[src/rtl/alu_arbiter_pkg.sv]
// alu_arbiter_pkg: command encodings, status bit indices and decode helpers shared by the ALU and arbiter
package alu_arbiter_pkg;

   typedef enum logic [3:0] {
      CMD_NOP = 4'd0,
      CMD_MOV = 4'd1,
      CMD_ADD = 4'd2,
      CMD_ADC = 4'd3,
      CMD_SUB = 4'd4,
      CMD_SBC = 4'd5,
      CMD_AND = 4'd6,
      CMD_ORR = 4'd7,
      CMD_EOR = 4'd8,
      CMD_MVN = 4'd9
   } cmd_e;

   localparam int FLAG_N = 3;
   localparam int FLAG_Z = 2;
   localparam int FLAG_C = 1;
   localparam int FLAG_V = 0;

   function automatic logic cmd_ok(input logic [3:0] cmd);
      return cmd != CMD_NOP && cmd <= CMD_MVN;
   endfunction

   // add/sub family: the only commands that produce fresh C and V
   function automatic logic is_arith(input logic [3:0] cmd);
      return cmd == CMD_ADD || cmd == CMD_ADC || cmd == CMD_SUB || cmd == CMD_SBC;
   endfunction

endpackage

[src/rtl/alu_arbiter_alu.sv]
// alu: combinational 32-bit ALU; C and V are passed through from status_i for non-arithmetic commands
module alu
   import alu_arbiter_pkg::*;
(
   input  logic [3:0]  cmd_i,
   input  logic [31:0] op1_i,
   input  logic [31:0] op2_i,
   input  logic [3:0]  status_i,
   output logic [31:0] result_o,
   output logic [3:0]  status_o,
   output logic        err_o
);

   logic        arith;
   logic        cin;
   logic        ovf;
   logic [31:0] b;
   logic [32:0] sum;

   // one adder serves the whole add/sub family: subtraction is op1 + ~op2 + carry-in
   always_comb begin
      arith = is_arith(cmd_i);
      b = (cmd_i == CMD_SUB || cmd_i == CMD_SBC) ? ~op2_i : op2_i;
      cin = cmd_i == CMD_ADD ? 1'b0 : cmd_i == CMD_SUB ? 1'b1 : status_i[FLAG_C];
      sum = {1'b0, op1_i} + {1'b0, b} + {32'd0, cin};
      ovf = (op1_i[31] == b[31]) & (sum[31] != op1_i[31]);
      err_o = ~cmd_ok(cmd_i);
      case (cmd_i)
         CMD_MOV:                            result_o = op2_i;
         CMD_ADD, CMD_ADC, CMD_SUB, CMD_SBC: result_o = sum[31:0];
         CMD_AND:                            result_o = op1_i & op2_i;
         CMD_ORR:                            result_o = op1_i | op2_i;
         CMD_EOR:                            result_o = op1_i ^ op2_i;
         CMD_MVN:                            result_o = ~op2_i;
         default:                            result_o = '0;
      endcase
      status_o = '0;
      if (!err_o) begin
         status_o[FLAG_N] = result_o[31];
         status_o[FLAG_Z] = result_o == 32'd0;
         status_o[FLAG_C] = arith ? sum[32] : status_i[FLAG_C];
         status_o[FLAG_V] = arith ? ovf : status_i[FLAG_V];
      end
   end

endmodule

[src/rtl/alu_arbiter.sv]
// alu_arbiter: two requesters share one ALU through a round-robin grant, per-requester flags and a one-deep output register
module alu_arbiter
   import alu_arbiter_pkg::*;
#(
   parameter logic [3:0] STATUS_RESET = 4'b0000
) (
   input  logic        clk,
   input  logic        rst_n,
   input  logic        req0_valid,
   output logic        req0_ready,
   input  logic [3:0]  req0_cmd,
   input  logic [31:0] req0_op1,
   input  logic [31:0] req0_op2,
   input  logic        req0_s,
   input  logic        req1_valid,
   output logic        req1_ready,
   input  logic [3:0]  req1_cmd,
   input  logic [31:0] req1_op1,
   input  logic [31:0] req1_op2,
   input  logic        req1_s,
   output logic        out_valid,
   input  logic        out_ready,
   output logic        out_id,
   output logic [31:0] out_result,
   output logic [3:0]  out_status,
   output logic        out_err,
   output logic [3:0]  status0,
   output logic [3:0]  status1
);

   logic        run_q;
   logic        last_q, last_d;
   logic        valid_q, valid_d;
   logic        id_q, id_d;
   logic [31:0] result_q, result_d;
   logic [3:0]  st_q, st_d;
   logic        err_q, err_d;
   logic [3:0]  status0_q, status0_d;
   logic [3:0]  status1_q, status1_d;
   logic        can_accept;
   logic        gnt;
   logic        accept;
   logic        wr;
   logic [3:0]  cmd;
   logic [31:0] op1;
   logic [31:0] op2;
   logic        s;
   logic [3:0]  status_in;
   logic [31:0] alu_result;
   logic [3:0]  alu_status;
   logic        alu_err;

   // grant and operand select; run_q keeps both readies low until the first edge after reset release
   always_comb begin
      can_accept = ~valid_q | out_ready;
      gnt = (req0_valid & req1_valid) ? ~last_q : req1_valid;
      accept = run_q & can_accept & (req0_valid | req1_valid);
      req0_ready = accept & ~gnt;
      req1_ready = accept & gnt;
      cmd = gnt ? req1_cmd : req0_cmd;
      op1 = gnt ? req1_op1 : req0_op1;
      op2 = gnt ? req1_op2 : req0_op2;
      s = gnt ? req1_s : req0_s;
      status_in = gnt ? status1_q : status0_q;
   end

   alu u_alu (
      .cmd_i    (cmd),
      .op1_i    (op1),
      .op2_i    (op2),
      .status_i (status_in),
      .result_o (alu_result),
      .status_o (alu_status),
      .err_o    (alu_err)
   );

   // next state: output register reloads on accept, drains on consume; flags written only for the owner
   always_comb begin
      wr = accept & s & ~alu_err;
      valid_d = accept | (valid_q & ~out_ready);
      id_d = accept ? gnt : id_q;
      result_d = accept ? alu_result : result_q;
      st_d = accept ? alu_status : st_q;
      err_d = accept ? alu_err : err_q;
      last_d = accept ? gnt : last_q;
      status0_d = (wr & ~gnt) ? alu_status : status0_q;
      status1_d = (wr & gnt) ? alu_status : status1_q;
   end

   // state registers; last_q resets to 1 so requester 0 wins the first tie
   always_ff @(posedge clk or negedge rst_n) begin
      if (!rst_n) begin
         run_q <= 1'b0;
         last_q <= 1'b1;
         valid_q <= 1'b0;
         id_q <= 1'b0;
         result_q <= '0;
         st_q <= '0;
         err_q <= 1'b0;
         status0_q <= STATUS_RESET;
         status1_q <= STATUS_RESET;
      end else begin
         run_q <= 1'b1;
         last_q <= last_d;
         valid_q <= valid_d;
         id_q <= id_d;
         result_q <= result_d;
         st_q <= st_d;
         err_q <= err_d;
         status0_q <= status0_d;
         status1_q <= status1_d;
      end
   end

   assign out_valid = valid_q;
   assign out_id = id_q;
   assign out_result = result_q;
   assign out_status = st_q;
   assign out_err = err_q;
   assign status0 = status0_q;
   assign status1 = status1_q;

endmodule

[config.mk]
export PLATFORM = sky130hd
export DESIGN_NAME = alu_arbiter
export DESIGN_NICKNAME = d
export VERILOG_FILES = /design/src/rtl/alu_arbiter_pkg.sv /design/src/rtl/alu_arbiter_alu.sv /design/src/rtl/alu_arbiter.sv
export SDC_FILE = /design/constraint.sdc
export NUM_CORES = 1
export LEC_CHECK = 0
export BUFFER_PORTS_ARGS = -buffer_cell sky130_fd_sc_hd__buf_4
export CORE_ASPECT_RATIO = 0.9
export CORE_MARGIN = 2
export CORE_UTILIZATION = 57
export DETAILED_ROUTE_END_ITERATION = 10
export PLACE_DENSITY = 0.92
export REMOVE_ABC_BUFFERS = 1
export SLEW_MARGIN = 20
export SYNTH_ARGS = -nofsm -noshare
export SYNTH_HDL_FRONTEND = slang
export SYNTH_HIERARCHICAL = 1
export SYNTH_SLANG_ARGS = --single-unit
[constraint.sdc]
create_clock -name clk -period 15.2 [get_ports clk]
set_input_delay 2.28 -clock clk [delete_from_list [all_inputs] [get_ports clk]]
set_output_delay 2.28 -clock clk [all_outputs]
set_load 0.01 [all_outputs]
After elaboration in Yosys (flattened, before gate mapping)
Index checks and enable logic that the tools add are counted.
- flip-flop bits (word level): 49
- output and inout bits: 49
- bitwise logic cells: 23
- $add $sub $neg: 2
- equality and inequality tests: 11
- magnitude comparators: 1
- reduce and logical (&&, ||, !) cells: 8
- mux-type cells: 13
- operator list (operator ; number):
    32-bit case mux with 6 select lines ; 1
    32-bit 2-to-1 mux ; 3
    32-bit by 32-bit adder with 33-bit output ; 1
    33-bit by 1-bit adder with 33-bit output ; 1
    32-bit AND ; 1
    32-bit zero test ; 1
    32-bit inverter ; 1
    32-bit OR ; 1
    32-bit XOR ; 1
    4-bit by 3-bit == test with 1-bit output (second input constant) ; 4
    1-bit AND ; 11
    4-bit by 2-bit == test with 1-bit output (second input constant) ; 2
    4-bit == test (second input constant) ; 2
    4-bit 2-to-1 mux ; 2
    1-bit 2-to-1 mux ; 6
    1-bit inverter ; 5
    4-bit by 1-bit == test with 1-bit output (second input constant) ; 1
    4-bit <= comparator (second input constant) ; 1
    1-bit logical OR ; 4
    4-bit nonzero test ; 1
    4-bit OR reduction ; 1
    1-bit OR ; 3
    2-bit 2-to-1 mux ; 1
    1-bit == test ; 1
    2 further kinds ; 2

Longest topological paths before layout
- depth in word-level cells: 12
- depth in mapped cells: 24

Cells and area by module
Netlist, hierarchy kept.
- by module, submodules not included (module ; area each (um^2) ; cells an instance ; times used):
    alu ; 4897.2 ; 697 ; 1
    alu_arbiter ; 2807.7 ; 193 ; 1

Worst setup path after synthesis
No wires, ideal clock.
- path kind: input to register
- start point: input port req1_valid
- end point: register status0_q[2] (netlist: status0[2])
- cell stages on the path: 24
- arrival: 7.691 ns
- buffers on the path: 6
- setup slack: 7.444 ns
- required time: 15.135 ns
- path through: a21boi_4 -> buf_2 -> mux2_2 -> buf_2 -> buf_1 -> buf_1 -> nor3b_1 -> clkbuf_1 -> buf_1 -> xnor2_1 -> fa_1 -> inv_1 -> fa_1 -> nor2b_1 -> o31a_1 -> nand3_1 -> a211oi_2 -> o21ai_2 -> a21oi_2 -> or3_1 -> o311ai_1 -> or4_1 -> nor4_2 -> mux2_2
- word-level cells in the longest chain between the ends: 11
- ends and longest elaborated chain (item ; line ; text):
    from (decl) ; alu_arbiter.sv:15 ; input logic req1_valid,
    1-bit AND ; alu_arbiter.sv:56 ; gnt = (req0_valid & req1_valid) ? ~last_q : req1_valid;
    1-bit 2-to-1 mux (*) ; alu_arbiter.sv:56 ;
    4-bit 2-to-1 mux (*) ; alu_arbiter.sv:60 ; cmd = gnt ? req1_cmd : req0_cmd;
    named net cmd[3] ; alu_arbiter.sv:44 ; logic [3:0] cmd;
    4-bit by 3-bit == test with 1-bit output (on tied branches) ; alu_arbiter_alu.sv:23, alu_arbiter_alu.sv:24, alu_arbiter_alu.sv:28 ;
    1-bit logical OR ; alu_arbiter_alu.sv:23 ; b = (cmd_i == CMD_SUB || cmd_i == CMD_SBC) ? ~op2_i : op2_i;
    32-bit 2-to-1 mux ; alu_arbiter_alu.sv:23 ;
    32-bit by 32-bit adder with 33-bit output ; alu_arbiter_alu.sv:25 ; sum = {1'b0, op1_i} + {1'b0, b} + {32'd0, cin};
    33-bit by 1-bit adder with 33-bit output ; alu_arbiter_alu.sv:25 ;
    32-bit case mux with 6 select lines (*) ; alu_arbiter_alu.sv:28 ; case (cmd_i)
    named net alu_result[30] ; alu_arbiter.sv:49 ; logic [31:0] alu_result;
    32-bit zero test (*) ; alu_arbiter_alu.sv:40 ; status_o[FLAG_Z] = result_o == 32'd0;
    4-bit 2-to-1 mux (*) ; alu_arbiter_alu.sv:38 ; if (!err_o) begin
    named net alu_status[2] ; alu_arbiter.sv:50 ; logic [3:0] alu_status;
    to (signal assigned) ; alu_arbiter.sv:110 ; status0_q <= status0_d;
    to (decl) ; alu_arbiter.sv:38 ; logic [3:0] status0_q, status0_d;
The timed path passes the listed nets; every way through them passes the cells marked *.
A chain may end at the register's enable or synchronous reset.

Worst setup path in the final report
- start point: input port req0_valid
- end point: register st_q[2] (netlist: out_status[2])
- word-level cells in the longest chain between the ends: 11
- ends and longest elaborated chain (item ; line ; text):
    from (decl) ; alu_arbiter.sv:9 ; input logic req0_valid,
    1-bit AND (*) ; alu_arbiter.sv:56 ;
    1-bit 2-to-1 mux (*) ; alu_arbiter.sv:56 ;
    4-bit 2-to-1 mux (*) ; alu_arbiter.sv:60 ;
    named net cmd[1] ; alu_arbiter.sv:44 ;
    4-bit by 3-bit == test with 1-bit output (on tied branches) ; alu_arbiter_alu.sv:23, alu_arbiter_alu.sv:24, alu_arbiter_alu.sv:28 ;
    1-bit logical OR ; alu_arbiter_alu.sv:23 ;
    32-bit 2-to-1 mux ; alu_arbiter_alu.sv:23 ;
    32-bit by 32-bit adder with 33-bit output ; alu_arbiter_alu.sv:25 ;
    33-bit by 1-bit adder with 33-bit output ; alu_arbiter_alu.sv:25 ;
    32-bit case mux with 6 select lines ; alu_arbiter_alu.sv:28 ;
    32-bit zero test ; alu_arbiter_alu.sv:40 ;
    4-bit 2-to-1 mux (*) ; alu_arbiter_alu.sv:38 ;
    named net alu_status[2] ; alu_arbiter.sv:50 ;
    to (signal assigned) ; alu_arbiter.sv:108 ; st_q <= st_d;
    to (decl) ; alu_arbiter.sv:36 ; logic [3:0] st_q, st_d;
Marks and branches as above.

==> flow_summary_export.csv <==
group,metric,value,unit
critical_path,path_buf_inv,4,
final_layout,layout_common_cells,"204 x buf_4, 118 x mux2_2, 95 x ha_1",
global_route,grt_max_degree,62,
sta,grt_setup_unrepaired,"no",
clocking,root_buffer,"clkbuf_16",
floorplan,chipHeight,114,µm
critical_path,worstPathArrival,7.91,ns
sta,slew_violations,0,
sta,period_share,50.5,%
sta,fin_skew,0.00657,ns
sta,setup_viol,0,
final_layout,fin_util,70.2,%
final_layout,nFillCells,1017,
drt,drtPass1Iterations,5,
final_layout,fin_area,9310,µm²
clocking,ctsResizeCount,0,
clocking,clk_latency,0.30,ns
clocking,cts_tree,"yes",
sta,min_period,7.67,ns
pwr,p_leak,4.52,nW
clocking,ctsLongestPathBuffers,2,
critical_path,cp_max_fo,40,
floorplan,num_rows,40,
floorplan,die_w,126,µm
placement,placed_area,9160,µm²
critical_path,critPathRequiredTime,15.44,ns
global_route,grt_usage,31.6,%
clocking,clkTransAtPathRegs,0.07,ns
critical_path,setup.worst_path.start_class,"input port",
final_layout,drive_gt1_share,34.3,%
outcome,status,"finished clean",
drt,ant_nets,0,
synth,synth_cells,888,
final_layout,final_common_cell,"buf_4",
drt,vias,7582,
floorplan,die-area,14400,µm²
sta,whs,0.512,ns
sta,fmax,130,MHz
global_route,grt_overflow,0,
drt,avgRoutedWirePerCell,19.1,µm
pwr,vdd_drop_max,0.0000604,V
clocking,cts_max_level,2,
placement,pre_cts_slack,7.44,ns
global_route,grt_pass1_vias,7540,
drt,routed_wl,23300,µm
final_layout,diodes,0,
floorplan,initial_core_util,57.9,%
clocking,clkSinkCount,49,
floorplan,ios,192,
placement,hpwl,17800,µm
drt,drc,0,
placement,dp.cells,1209,
critical_path,cpLargestDelayFamily,"compound AO/OA/AOI/OAI gates",
final_layout,fin_nets,1288,
final_layout,regArea,1230,µm²
placement,io_buffer_count,191,
drt,drt_iter0_markers,601,
critical_path,crit_path_top_delay_cell,"a2111oi_0",
final_layout,area_growth,21.2,%
critical_path,crit_path_cell_trace,"buf_4, a21boi_4, buf_4, mux2_2, nor3b_2, buf_4, xnor2_1, fa_1, inv_1, fa_1, nor2b_1, o31a_1, o31ai_1, a31oi_1, xnor2_1, o21a_1, o211ai_1, a2111oi_0, nand4_1, nor4_2, mux2_2",
sta,slew_headroom,38.6,%
pwr,finalPower,935,µW
global_route,antenna_found_initial,0,
critical_path,max_stage_delay,0.62,ns
sta,hold_violations,0,
synth,syn_area_per_cell,8.65,µm²
placement,place_congestion,0.995,
final_layout,instances_no_fill,1217,
sta,worstMarginPinSlew,0.918,ns
floorplan,coreArea,13300,µm²
critical_path,crit_type,"in2reg",
synth,synth_area,7680,µm²
final_layout,multiInputGateArea,5890,µm²
run,cap_violations,0,
clocking,cts_buffers,5,
clocking,cts_hold_buf,0,
sta,setup_ws,7.53,ns
worst_hold_path,hold_class,"reg2reg",
synth,yosys_warnings,6,
drt,via_per_inst,6.23,
critical_path,cpMostUsedCell,"buf_4",
critical_path,cp-end-kind,"register",
clocking,postCtsSetupBuffers,0,
global_route,grt_pass1_wl,37200,µm
pwr,p_per_area,100,nW/µm²
sta,setup_tns,0,ns
==> path summary, 6_finish.rpt <==
path,startpoint,endpoint,slack [ns],cells past startpoint
max in group asynchronous,rst_n,out_result[12],12.77,1
min,out_result[12],out_result[12],0.51,1
min in group asynchronous,rst_n,status1[0],2.01,1
min reg2reg,out_result[12],out_result[12],0.51,1
max reg2reg,last_q,out_status[2],9.29,20
max,req0_valid,out_status[2],7.53,21
==> sequential cells by signal (all words and copies together), names as in the netlist <==
signal,cells
last_q,1
out_err,1
out_id,1
out_result,32
out_status,4
out_valid,1
run_q,1
status0,4
status1,4
==> power breakdown <==
part           internal (mW)  switching (mW)  total [mW]  leakage (nW)
clock network         0.0623          0.0567       0.119        0.0680
registers              0.173          0.0277       0.201         0.630
logic                  0.281           0.334       0.615          3.82
total                  0.517           0.418       0.935          4.52
==> layout make-up <==
class | instances | share of cell area [%]
multi-input cells | 707 | 63.2
repair buffers | 204 | 16.4
flip-flops and latches | 49 | 13.2
inverters | 81 | 3.27
well taps | 168 | 2.26
clock buffers | 5 | 1.34
clock inverters | 3 | 0.282
==> worst reg2reg max path: stages, from the launching register on <==
cell and delay [ns]:
dfstp_2 0.39, a21boi_4 0.14, buf_4 0.44, mux2_2 0.51
nor3b_2 0.20, buf_4 0.50, xnor2_1 0.17, fa_1 0.40
inv_1 0.08, fa_1 0.20, nor2b_1 0.07, o31a_1 0.29
o31ai_1 0.40, a31oi_1 0.22, xnor2_1 0.19, o21a_1 0.14
o211ai_1 0.09, a2111oi_0 0.62, nand4_1 0.26, nor4_2 0.32
mux2_2 0.23
==> routing by layer <==
layer | track usage [%] | part of all wire (%)
met5 | 0 | 0
met4 | 12.0 | 3.5
met3 | 4.49 | 8.6
met2 | 55.5 | 48
met1 | 39.3 | 40
(Power assumes the default switching activity.)
